==> src/rtl/wb_port_arbiter.sv <==
// Register-file write-port arbiter: the pipeline shares one write port with a
// small FIFO of load returns, with bounded starvation of the buffered loads.
module wb_port_arbiter #(
    parameter int DEPTH        = 2,
    parameter int STARVE_LIMIT = 3
) (
    input  logic        clk,
    input  logic        rst,
    input  logic        pipe_wb_en,
    input  logic [3:0]  pipe_dest,
    input  logic [31:0] pipe_value,
    input  logic        ld_valid,
    input  logic [3:0]  ld_dest,
    input  logic [31:0] ld_data,
    output logic        ld_ready,
    output logic        stall,
    output logic        wb_en,
    output logic [3:0]  wb_dest,
    output logic [31:0] wb_value,
    output logic [15:0] pend_mask
);

    localparam int AW = (DEPTH > 1) ? $clog2(DEPTH) : 1;
    localparam int CW = AW + 1;
    localparam int SW = (STARVE_LIMIT > 0) ? $clog2(STARVE_LIMIT + 1) : 1;

    logic [3:0]    mem_dest_q [DEPTH];
    logic [31:0]   mem_data_q [DEPTH];
    logic [AW-1:0] wr_ptr_q, wr_ptr_d;
    logic [AW-1:0] rd_ptr_q, rd_ptr_d;
    logic [CW-1:0] cnt_q, cnt_d;
    logic [SW-1:0] starve_q, starve_d;
    logic          wb_en_q, wb_en_d;
    logic [3:0]    wb_dest_q, wb_dest_d;
    logic [31:0]   wb_value_q, wb_value_d;

    logic full, empty, push, grant_ld, grant_pipe;

    assign full       = (cnt_q == CW'(DEPTH));
    assign empty      = (cnt_q == '0);
    assign ld_ready   = !full;
    assign push       = ld_valid && ld_ready;
    assign grant_ld   = !empty &&
                        (!pipe_wb_en || starve_q == SW'(STARVE_LIMIT));
    assign grant_pipe = pipe_wb_en && !grant_ld;
    assign stall      = pipe_wb_en && grant_ld;

    always_comb begin
        wr_ptr_d   = wr_ptr_q;
        rd_ptr_d   = rd_ptr_q;
        cnt_d      = cnt_q;
        starve_d   = starve_q;
        wb_en_d    = 1'b0;
        wb_dest_d  = wb_dest_q;
        wb_value_d = wb_value_q;

        if (push) wr_ptr_d = wr_ptr_q + AW'(1);
        if (grant_ld) rd_ptr_d = rd_ptr_q + AW'(1);

        unique case ({push, grant_ld})
            2'b10:   cnt_d = cnt_q + CW'(1);
            2'b01:   cnt_d = cnt_q - CW'(1);
            default: cnt_d = cnt_q;
        endcase

        if (grant_ld || empty) begin
            starve_d = '0;
        end else if (grant_pipe && starve_q != SW'(STARVE_LIMIT)) begin
            starve_d = starve_q + SW'(1);
        end

        if (grant_ld) begin
            wb_en_d    = 1'b1;
            wb_dest_d  = mem_dest_q[rd_ptr_q];
            wb_value_d = mem_data_q[rd_ptr_q];
        end else if (grant_pipe) begin
            wb_en_d    = 1'b1;
            wb_dest_d  = pipe_dest;
            wb_value_d = pipe_value;
        end
    end

    // An entry is live when its distance from the read pointer is below count.
    always_comb begin
        pend_mask = '0;
        for (int i = 0; i < DEPTH; i++) begin
            if ({1'b0, AW'(i) - rd_ptr_q} < cnt_q) begin
                pend_mask[mem_dest_q[i]] = 1'b1;
            end
        end
        if (wb_en_q) pend_mask[wb_dest_q] = 1'b1;
    end

    always_ff @(posedge clk) begin
        if (push) begin
            mem_dest_q[wr_ptr_q] <= ld_dest;
            mem_data_q[wr_ptr_q] <= ld_data;
        end
    end

    always_ff @(posedge clk or posedge rst) begin
        if (rst) begin
            wr_ptr_q   <= '0;
            rd_ptr_q   <= '0;
            cnt_q      <= '0;
            starve_q   <= '0;
            wb_en_q    <= 1'b0;
            wb_dest_q  <= '0;
            wb_value_q <= '0;
        end else begin
            wr_ptr_q   <= wr_ptr_d;
            rd_ptr_q   <= rd_ptr_d;
            cnt_q      <= cnt_d;
            starve_q   <= starve_d;
            wb_en_q    <= wb_en_d;
            wb_dest_q  <= wb_dest_d;
            wb_value_q <= wb_value_d;
        end
    end

    assign wb_en    = wb_en_q;
    assign wb_dest  = wb_dest_q;
    assign wb_value = wb_value_q;

endmodule
==> config.mk <==
export PLATFORM = sky130hd
export DESIGN_NAME = wb_port_arbiter
export DESIGN_NICKNAME = d
export VERILOG_FILES = /design/src/rtl/wb_port_arbiter.sv
export SDC_FILE = /design/constraint.sdc
export NUM_CORES = 1
export LEC_CHECK = 0
export ABC_AREA = 1
export ABC_CLOCK_PERIOD_IN_PS = 2900
export BUFFER_PORTS_ARGS = -buffer_cell sky130_fd_sc_hd__buf_2
export CORE_UTILIZATION = 40
export DETAILED_ROUTE_END_ITERATION = 16
export SLEW_MARGIN = 0
export SYNTH_ARGS = -nofsm -noshare
export SYNTH_HDL_FRONTEND = slang
export SYNTH_SLANG_ARGS = --single-unit
==> constraint.sdc <==
create_clock -name clk -period 2.9 [get_ports clk]
set_input_delay 0.145 -clock clk [delete_from_list [all_inputs] [get_ports clk]]
set_output_delay 0.145 -clock clk [all_outputs]
set_load 0.03 [all_outputs]
Word-level counts from Yosys, hierarchy flattened:

Memories as Yosys holds them, arrays and structs flattened.
Cells that the tools add are included.

* add/subtract/negate cells: 7
* multiply operators: 0
* div/mod/pow operators: 0
* magnitude comparators: 8
* equal/unequal tests: 5
* shift operators: 0
* muxes and demuxes: 20
* bitwise gates (word level): 2
* reductions and logical operators: 18

Operators with widths (number)
* 32-bit 2-to-1 mux: 2
* 16-bit 2-to-1 mux: 3
* 16-bit bitwise OR: 2
* 4-bit by 5-bit < comparator with 1-bit output (second input constant): 3
* 1-bit demux with 4-bit select: 3
* 4-bit by 1-bit >= comparator with 1-bit output (second input constant): 3
* 1-bit logical AND: 8
* 4-bit 2-to-1 mux: 2
* 1-bit 2-to-1 mux: 7
* 2-bit equality test (second input constant): 3
* 2-bit nonzero test: 3
* 2-bit by 1-bit adder with 2-bit output (second input constant): 2
* 1-bit logical NOT: 4
* 1-bit by 2-bit < comparator with 1-bit output: 2
* 2-bit 2-to-1 mux: 2
* 2-bit one-hot mux with 2 select lines: 1
* 1-bit adder (second input constant): 2
* 2-bit by 1-bit equality test with 1-bit output (second input constant): 1
* 2-bit logical NOT: 1
* 1-bit logical OR: 2
* 2-bit inequality test (second input constant): 1
* 1-bit subtractor (first input constant): 2
* 2-bit by 1-bit subtractor with 2-bit output (second input constant): 1

* flip-flop bits (word level): 43
* latch bits: 0
* RAM bits: 72
* memory bits (read-only): 0
* output and inout bits: 55
* memories kept: 2

Memory list
* mem_data_q: words 2, bits a word 32, read ports 1, clocked after Yosys merged registers in 0, wr ports 1, RTL line 28 `logic [31:0] mem_data_q [DEPTH];`
* mem_dest_q: words 2, bits a word 4, read ports 3, clocked after Yosys merged registers in 0, wr ports 1, RTL line 27 `logic [3:0] mem_dest_q [DEPTH];`

Depth between registers and ports, before layout:

Gate-level depths: netlist (run 1).

* depth in word-level cells: 9
* depth in mapped cells: 9

Worst setup path after synthesis (run 1):

OpenSTA, ideal clock, no wires.

* kind: register to register
* start point: register cnt_q[0]
* end point: memory mem_data_q[1][0], enable pin
* library setup time: 0.431 ns
* arrival time: 2.447 ns
* path slack: 0.022 ns
* cell stages (with the launch flop): 5
* path buffers: 0
* clock period less this slack: 2.878 ns
* path through: dfrtp_1 -> inv_2 -> nand2_1 -> nand2_1 -> nor2_1

* cells in the longest elaborated chain, start to end: 5

Ends and longest elaborated chain
* start, declared: RTL line 31 `logic [CW-1:0] cnt_q, cnt_d;`
* start signal, assigned: RTL line 113 `cnt_q <= cnt_d;`
* 2-bit equality test: RTL line 39 `assign full = (cnt_q == CW'(DEPTH));`
* 1-bit logical NOT: RTL line 41 `assign ld_ready = !full;`
* named net ld_ready: RTL line 15 `output logic ld_ready,`
* 1-bit logical AND: RTL line 42 `assign push = ld_valid && ld_ready;`
* 1-bit 2-to-1 mux: RTL line 95 `if (push) begin`
* 1-bit 2-to-1 mux (not written as such): RTL line 97 `mem_data_q[wr_ptr_q] <= ld_data;`
* end, declared: RTL line 28

The timed path passes the listed nets, and every way through them passes these cells.

Worst setup path in the final report (run 1):

* start point: register rd_ptr_q
* end point: output port pend_mask[15]

* cells in the longest elaborated chain, start to end: 7
* elaborated cells on any way between the ends: 9
* those cells by class: add/sub (2); order compare (2); mux (3); bitwise (2)

Ends and longest elaborated chain
* start, declared: RTL line 30 `logic [AW-1:0] rd_ptr_q, rd_ptr_d;`
* start signal, assigned: RTL line 112 `rd_ptr_q <= rd_ptr_d;`
* 1-bit subtractor: RTL line 87 `if ({1'b0, AW'(i) - rd_ptr_q} < cnt_q) begin`
* 1-bit by 2-bit < comparator with 1-bit output: RTL line 87
* 16-bit 2-to-1 mux: RTL line 87
* 16-bit bitwise OR (no source line)
* 16-bit 2-to-1 mux *: RTL line 87
* 16-bit bitwise OR (no source line)
* 16-bit 2-to-1 mux *: RTL line 91 `if (wb_en_q) pend_mask[wb_dest_q] = 1'b1;`
* end, declared: RTL line 20 `output logic [15:0] pend_mask`

Mark *: on every way between the ends. The rest lies on a longest branch, timed or not.

==> results.py, run 1 <==
metrics = {
    "status": {
        "status": "finished with violations",
        "violations": "negative hold slack",
    },
    "power": {
        "p_leak_nw": 3.83,
        "combPwrFrac": 0.390,
        "cellPowerDensity_nw_per_um2": 1070,
        "seq_power_share": 0.346,
        "p_total_mw": 7.77,
        "swShare": 0.418,
        "power_switching_mw": 3.25,
        "p_int_mw": 4.52,
        "ir_drop_uv": 562,
        "clkPwrFrac": 0.264,
    },
    "setup_path": {
        "rr_startpoint": "rd_ptr_q",
        "reg2reg_to": "wb_value[10]",
        "crit_fanout": 39,
        "start_kind": "flip-flop",
        "cp_data_required_time_ns": 2.76,
        "cp_cell_sequence": "o21ai_2 > nand3_1 > nand3_1 > buf_2",
        "crit_slowest_cell": "dfrtp_2",
        "worstRegToRegCells": 6,
        "cp_common_cell": "nand3_1",
        "slowest_delay_ns": 0.67,
        "arrival_ns": 2.21,
        "r2r_setup_slack_ns": 0.98,
        "endpoint_kind": "output pin",
        "critical_path_class": "flip-flop to output pin",
    },
    "yosys": {
        "syn_inst": 668,
        "syn_nets": 746,
        "synth_area_leaders": "edfxtp_1, dfrtp_1, nand2_1",
        "synth.avg_cell_area_um2": 8.31,
        "synth_area_leader_cell": "edfxtp_1",
        "yosys_register_bits": 115,
        "yosys_warnings": 0,
        "synth_top_cell_area_share": 0.390,
        "synth_cell_types": 21,
        "seq_area_frac_synth": 0.584,
        "syn_area_um2": 5550,
    },
    "timing": {
        "setup_tns_ns": 0,
        "relSlewSlack": 0.318,
        "final_max_slew_viol_count": 0,
        "finalSetupViolCount": 0,
        "rsz0062_at_grt": "no",
        "min_period_ns": 2.35,
        "hold-worst-slack_ns": -0.0188,
        "max_freq_ghz": 0.425,
        "period_share": 0.811,
        "hold_viol_final": 10,
        "worstMarginPinSlew_ns": 1.02,
        "setup_ws_ns": 0.549,
        "skew_ns": 0.00999,
    },
    "die": {
        "rows": 42,
        "die_area_um2": 14300,
        "ios": 131,
        "core_um2": 13400,
        "initial_core_util": 0.414,
        "dieHeight_um": 120,
        "die_x_um": 120,
    },
    "drt": {
        "wl_um": 13700,
        "via_count": 4748,
        "drt_iter0_drc": 245,
        "wl_per_cell_um": 13.3,
        "dr.pass1.iters": 5,
        "wl_met2_um": 7130,
        "ant_nets": 0,
        "drc": 0,
        "viasPerCell": 4.63,
        "top_layer_used": "met4",
        "m1WireLength_um": 5830,
        "wl_met3_um": 575,
    },
    "clock_tree": {
        "cts_tree": "yes",
        "root_buffer": "clkbuf_16",
        "cts_sinks": 115,
        "cts.clk_slew.worst_paths_ns": 0.05,
        "cts_hold_buf": 36,
        "cts_buffers": 17,
        "postCtsSetupRepairBufs": 0,
        "clkLatencyLatePin_ns": 0.41,
        "cts_buffer_depth": 2,
        "cts_resized": 0,
        "cts_htree_levels": 4,
    },
    "min_path": {
        "min_path_type": "input pin to async pin",
    },
    "global_route": {
        "grt_antenna_before_repair": 0,
        "grt_max_degree": 44,
        "grt_pass1_wl_um": 22200,
        "grt_pass1_vias": 4690,
        "gr-total-overflow": 0,
        "grt_usage": 0.203,
    },
    "final_layout": {
        "area_growth_pct": 31.5,
        "stdcell_area_um2": 7300,
        "final_common_cell": "nand2_1",
        "final_layout_size_suffix_gt1_frac": 0.213,
        "layout_common_cells": "nand2_1, buf_2, inv_1, nand3_1, edfxtp_1",
        "fin_cells": 1026,
        "layout.nets": 915,
        "final_util": 0.545,
        "diodes": 0,
    },
    "placement": {
        "io_buffers": 130,
        "dp.cells": 958,
        "gp_congestion": 0.866,
        "place_ws_ns": 0.964,
        "dp_hpwl_um": 9150,
        "placed_cell_area_um2": 6340,
    },
    "job": {
        "maxCapViolCount": 0,
    },
}
-- final cells by class --
cell class / count / area (um2)
Sequential cell: 115 / 3240
Fill cell: 1272 / 6100
Inverter: 126 / 473
Tap cell: 176 / 220
Clock buffer: 18 / 429
Timing Repair Buffer: 172 / 1060
Multi-Input combinational cell: 405 / 1720
Clock inverter: 14 / 164
-- power groups by stage --
stage / registers (mW) / logic [mW] / clock network [mW]
after floorplan: 3.11 / 1.74 / 0
after global placement: 2.69 / 2.98 / 0
after detailed placement: 2.72 / 3.01 / 0
after CTS: 2.69 / 3.07 / 2.09
after global routing: 2.76 / 3.38 / 2.14
final: 2.69 / 3.03 / 2.06
-- routing by layer --
metal,track usage,up-vias
li1,-,2388
met1,0.236,2213
met2,0.371,134
met3,0.0418,13
met4,0.0672,0
met5,0,-
-- critical path: cells and delay by family, from the launching register on --
kind | cells | cell delay, ns
AND/OR/NAND/NOR | 2 | 0.27
AO/OA/AOI/OAI | 1 | 0.64
flip-flops | 1 | 0.67
buffers and inverters | 1 | 0.20
-- synthesized netlist by cell type, drive strengths merged --
cell type	count
a21oi	3
buf	19
clkbuf	3
dfrtp	43
edfxtp	72
ha	2
inv	126
nand2	281
nand3	85
nor2	25
nor3	3
nor3b	1
o21ai	1
or2	1
xnor2	1
xor2	2
-- worst max-delay path by stage --
stage,startpoint,end,slack [ns],cells past startpoint
floorplan,cnt_q[0],mem_data_q[1][0],0.02,4
global placement,rd_ptr_q,pend_mask[3],0.99,4
detailed placement,rd_ptr_q,wb_value[10],0.96,6
CTS,rd_ptr_q,pend_mask[15],0.54,5
global route,rd_ptr_q,pend_mask[15],0.36,5
finish,rd_ptr_q,pend_mask[15],0.55,4
-- sequential cells by signal, summed over array words and instances (netlist names) --
register    flops
mem_dest_q      8
mem_data_q     64
wb_en           1
wr_ptr_q        1
wb_value       32
wb_dest         4
cnt_q           2
rd_ptr_q        1
starve_q        2
-- cells by family after synthesis --
logic type | Yosys count | share of synthesized area
AOI/OAI and AO/OA | 4 | 0.00428
DFF | 115 | 0.584
and+or+nand+nor | 396 | 0.292
adders and majority gates | 2 | 0.00451
buffers and inverters | 148 | 0.110
xor gates and xnor gates | 3 | 0.00474
Note: power is estimated with default switching activity, not from simulation.
==> run 2, diff against run 1 <==
- ABC_CLOCK_PERIOD_IN_PS: 2900 -> 2140
- clock period: 2.9 -> 2.14 ns (I/O delays scaled with it)
==> run 2 against run 1 <==
  * The flow now finishes without violations
  * Register-to-register slack got worse by 0.53 ns
  * Worst hold slack better by 0.030 ns
  * Design area grew 1.5%
  * Clock skew is 0.00090 ns lower
==> results.py, run 2 (synthesis results as in run 1) <==
metrics = {
    "status": {
        "status": "completed",
    },
    "final_layout": {
        "final_layout_size_suffix_gt1_frac": 0.210,
        "diodes": 0,
        "layout_common_cells": "nand2_1, buf_2, inv_1, nand3_1, edfxtp_1",
        "stdcell_area_um2": 7410,
        "nFillCells": 1242,
        "layout.nets": 928,
        "area_growth_pct": 33.5,
        "top_register": "mem_data_q",
        "final_util": 0.553,
        "final_common_cell": "nand2_1",
        "fin_cells": 1039,
        "largest_register_ffs": 64,
    },
    "power": {
        "cellPowerDensity_nw_per_um2": 1410,
        "p_leak_nw": 3.88,
        "ir_drop_uv": 646,
        "p_total_mw": 10.4,
    },
    "drt": {
        "dr.pass1.iters": 5,
        "viasPerCell": 4.54,
        "ant_nets": 0,
        "drc": 0,
        "via_count": 4719,
        "drt_iter0_drc": 302,
        "wl_per_cell_um": 13.3,
        "wl_um": 13800,
    },
    "setup_path": {
        "cp_data_required_time_ns": 2.03,
        "r2r_setup_slack_ns": 0.45,
        "timing.critical_path.buf_inv": 2,
        "start_kind": "flip-flop",
        "arrival_ns": 1.88,
        "reg2reg_to": "mem_data_q[0][17]",
        "cp_cell_sequence": "inv_1 > nor3_1 > nand2_1 > nand3_1 > buf_2",
        "critPathTopFamily": "simple AND/OR/NAND/NOR gates",
        "slowest_delay_ns": 0.54,
        "critical_path_class": "flip-flop to output pin",
        "worstRegToRegCells": 5,
        "crit_slowest_cell": "dfrtp_1",
        "rr_startpoint": "cnt_q[0]",
        "critPathLaunch": "wb_en",
        "crit_fanout": 10,
        "endpoint_kind": "output pin",
    },
    "timing": {
        "rsz0062_at_grt": "no",
        "period_share": 0.927,
        "setup_tns_ns": 0,
        "worstMarginPinSlew_ns": 0.731,
        "max_freq_ghz": 0.504,
        "min_period_ns": 1.98,
        "final_max_slew_viol_count": 0,
        "finalSetupViolCount": 0,
        "hold_viol_final": 0,
        "skew_ns": 0.00910,
        "relSlewSlack": 0.512,
    },
    "clock_tree": {
        "clkLatencyLatePin_ns": 0.40,
        "cts_buffers": 17,
        "root_buffer": "clkbuf_16",
        "cts_buffer_depth": 2,
        "cts_htree_levels": 4,
        "cts_tree": "yes",
        "cts.clk_slew.worst_paths_ns": 0.05,
        "cts_sinks": 115,
    },
    "global_route": {
        "gr-total-overflow": 0,
        "grt_usage": 0.205,
        "grt_antenna_before_repair": 0,
        "grt_max_degree": 38,
        "grt_pass1_vias": 4731,
        "grt_pass1_wl_um": 22600,
    },
    "job": {
        "maxCapViolCount": 0,
    },
    "placement": {
        "placed_cell_area_um2": 6410,
        "dp.cells": 962,
        "io_buffers": 130,
        "dp_hpwl_um": 9120,
        "gp_congestion": 0.922,
    },
    "die": {
        "die_area_um2": 14300,
        "die_x_um": 120,
        "rows": 42,
        "initial_core_util": 0.414,
        "dieHeight_um": 120,
        "core_um2": 13400,
        "ios": 131,
    },
    "min_path": {
        "hold_end": "wb_value[26]",
        "holdPathStages": 5,
        "min_from": "pipe_value[26]",
        "min_path_type": "input pin to flip-flop",
    },
}
-- run 2: cell types whose count changed in the layout (fill, tap and decap cells not counted), moves of 2 or more --
cell	delta
clkinvlp_4	-2
dlygate4sd3_1	+9
bufinv_16	-2
buf_12	+3
clkbuf_1	+2
clkinv_1	+2
-- run 2: per-stage QoR --
step,worst slack [ns],hold WS [ns]
2_1_floorplan,-0.157,0.206
5_1_grt,0.0313,0.00515
3_3_place_gp,0.468,0.138
3_5_place_dp,0.389,0.146
4_1_cts,0.0596,0.000321
6_report,0.157,0.0115
-- run 2: layer usage --
layer / wire length, um / track usage / vias to the layer above
li1: - / - / 2410
met1: 6040 / 0.254 / 2169
met2: 7010 / 0.353 / 133
met3: 644 / 0.0428 / 7
met4: 98 / 0.0734 / 0
met5: 0 / 0 / -
-- run 2: how the worst max path moves through the flow --
| stage | endpoint | slack [ns] | cells after the start |
|---|---|---|---|
| finish | pend_mask[8] | 0.16 | 5 |
| floorplan | mem_data_q[1][0] | -0.16 | 4 |
| global route | pend_mask[5] | 0.03 | 4 |
| global placement | pend_mask[14] | 0.47 | 4 |
| CTS | pend_mask[12] | 0.06 | 5 |
| detailed placement | pend_mask[12] | 0.39 | 4 |
-- run 2: worst reg2reg max path, stage by stage (launching register included) --
cell	delay (ns)
dfrtp_1	0.44
inv_2	0.10
nand2_1	0.11
nand2_1	0.17
nor2_4	0.31
buf_12	0.25
-- run 2: what timing repair did --
action	CTS	global route
buffers inserted	0	0
resized for setup	1	1
hold buffers	45	0
cloned	0	0
setup endpoints to repair	10	7
hold endpoints to repair	98	0
-- run 2: area by class of cell --
| cell class | count | area (um2) | area share |
|---|---|---|---|
| clock inverter | 11 | 87.6 | 0.0118 |
| timing repair buffer | 185 | 1210 | 0.164 |
| sequential | 115 | 3240 | 0.438 |
| multi-input combinational | 405 | 1720 | 0.233 |
| clock buffer | 21 | 450 | 0.0608 |
| inverter | 126 | 473 | 0.0638 |
| tap | 176 | 220 | 0.0297 |
-- run 2: where the power goes --
group | leakage [nW] | internal (mW) | switching (mW) | total [mW]
logic | 2.47 | 1.26 | 3.01 | 4.27
clock network | 0.255 | 1.61 | 0.955 | 2.56
registers | 1.16 | 3.15 | 0.433 | 3.59
total | 3.88 | 6.02 | 4.40 | 10.4
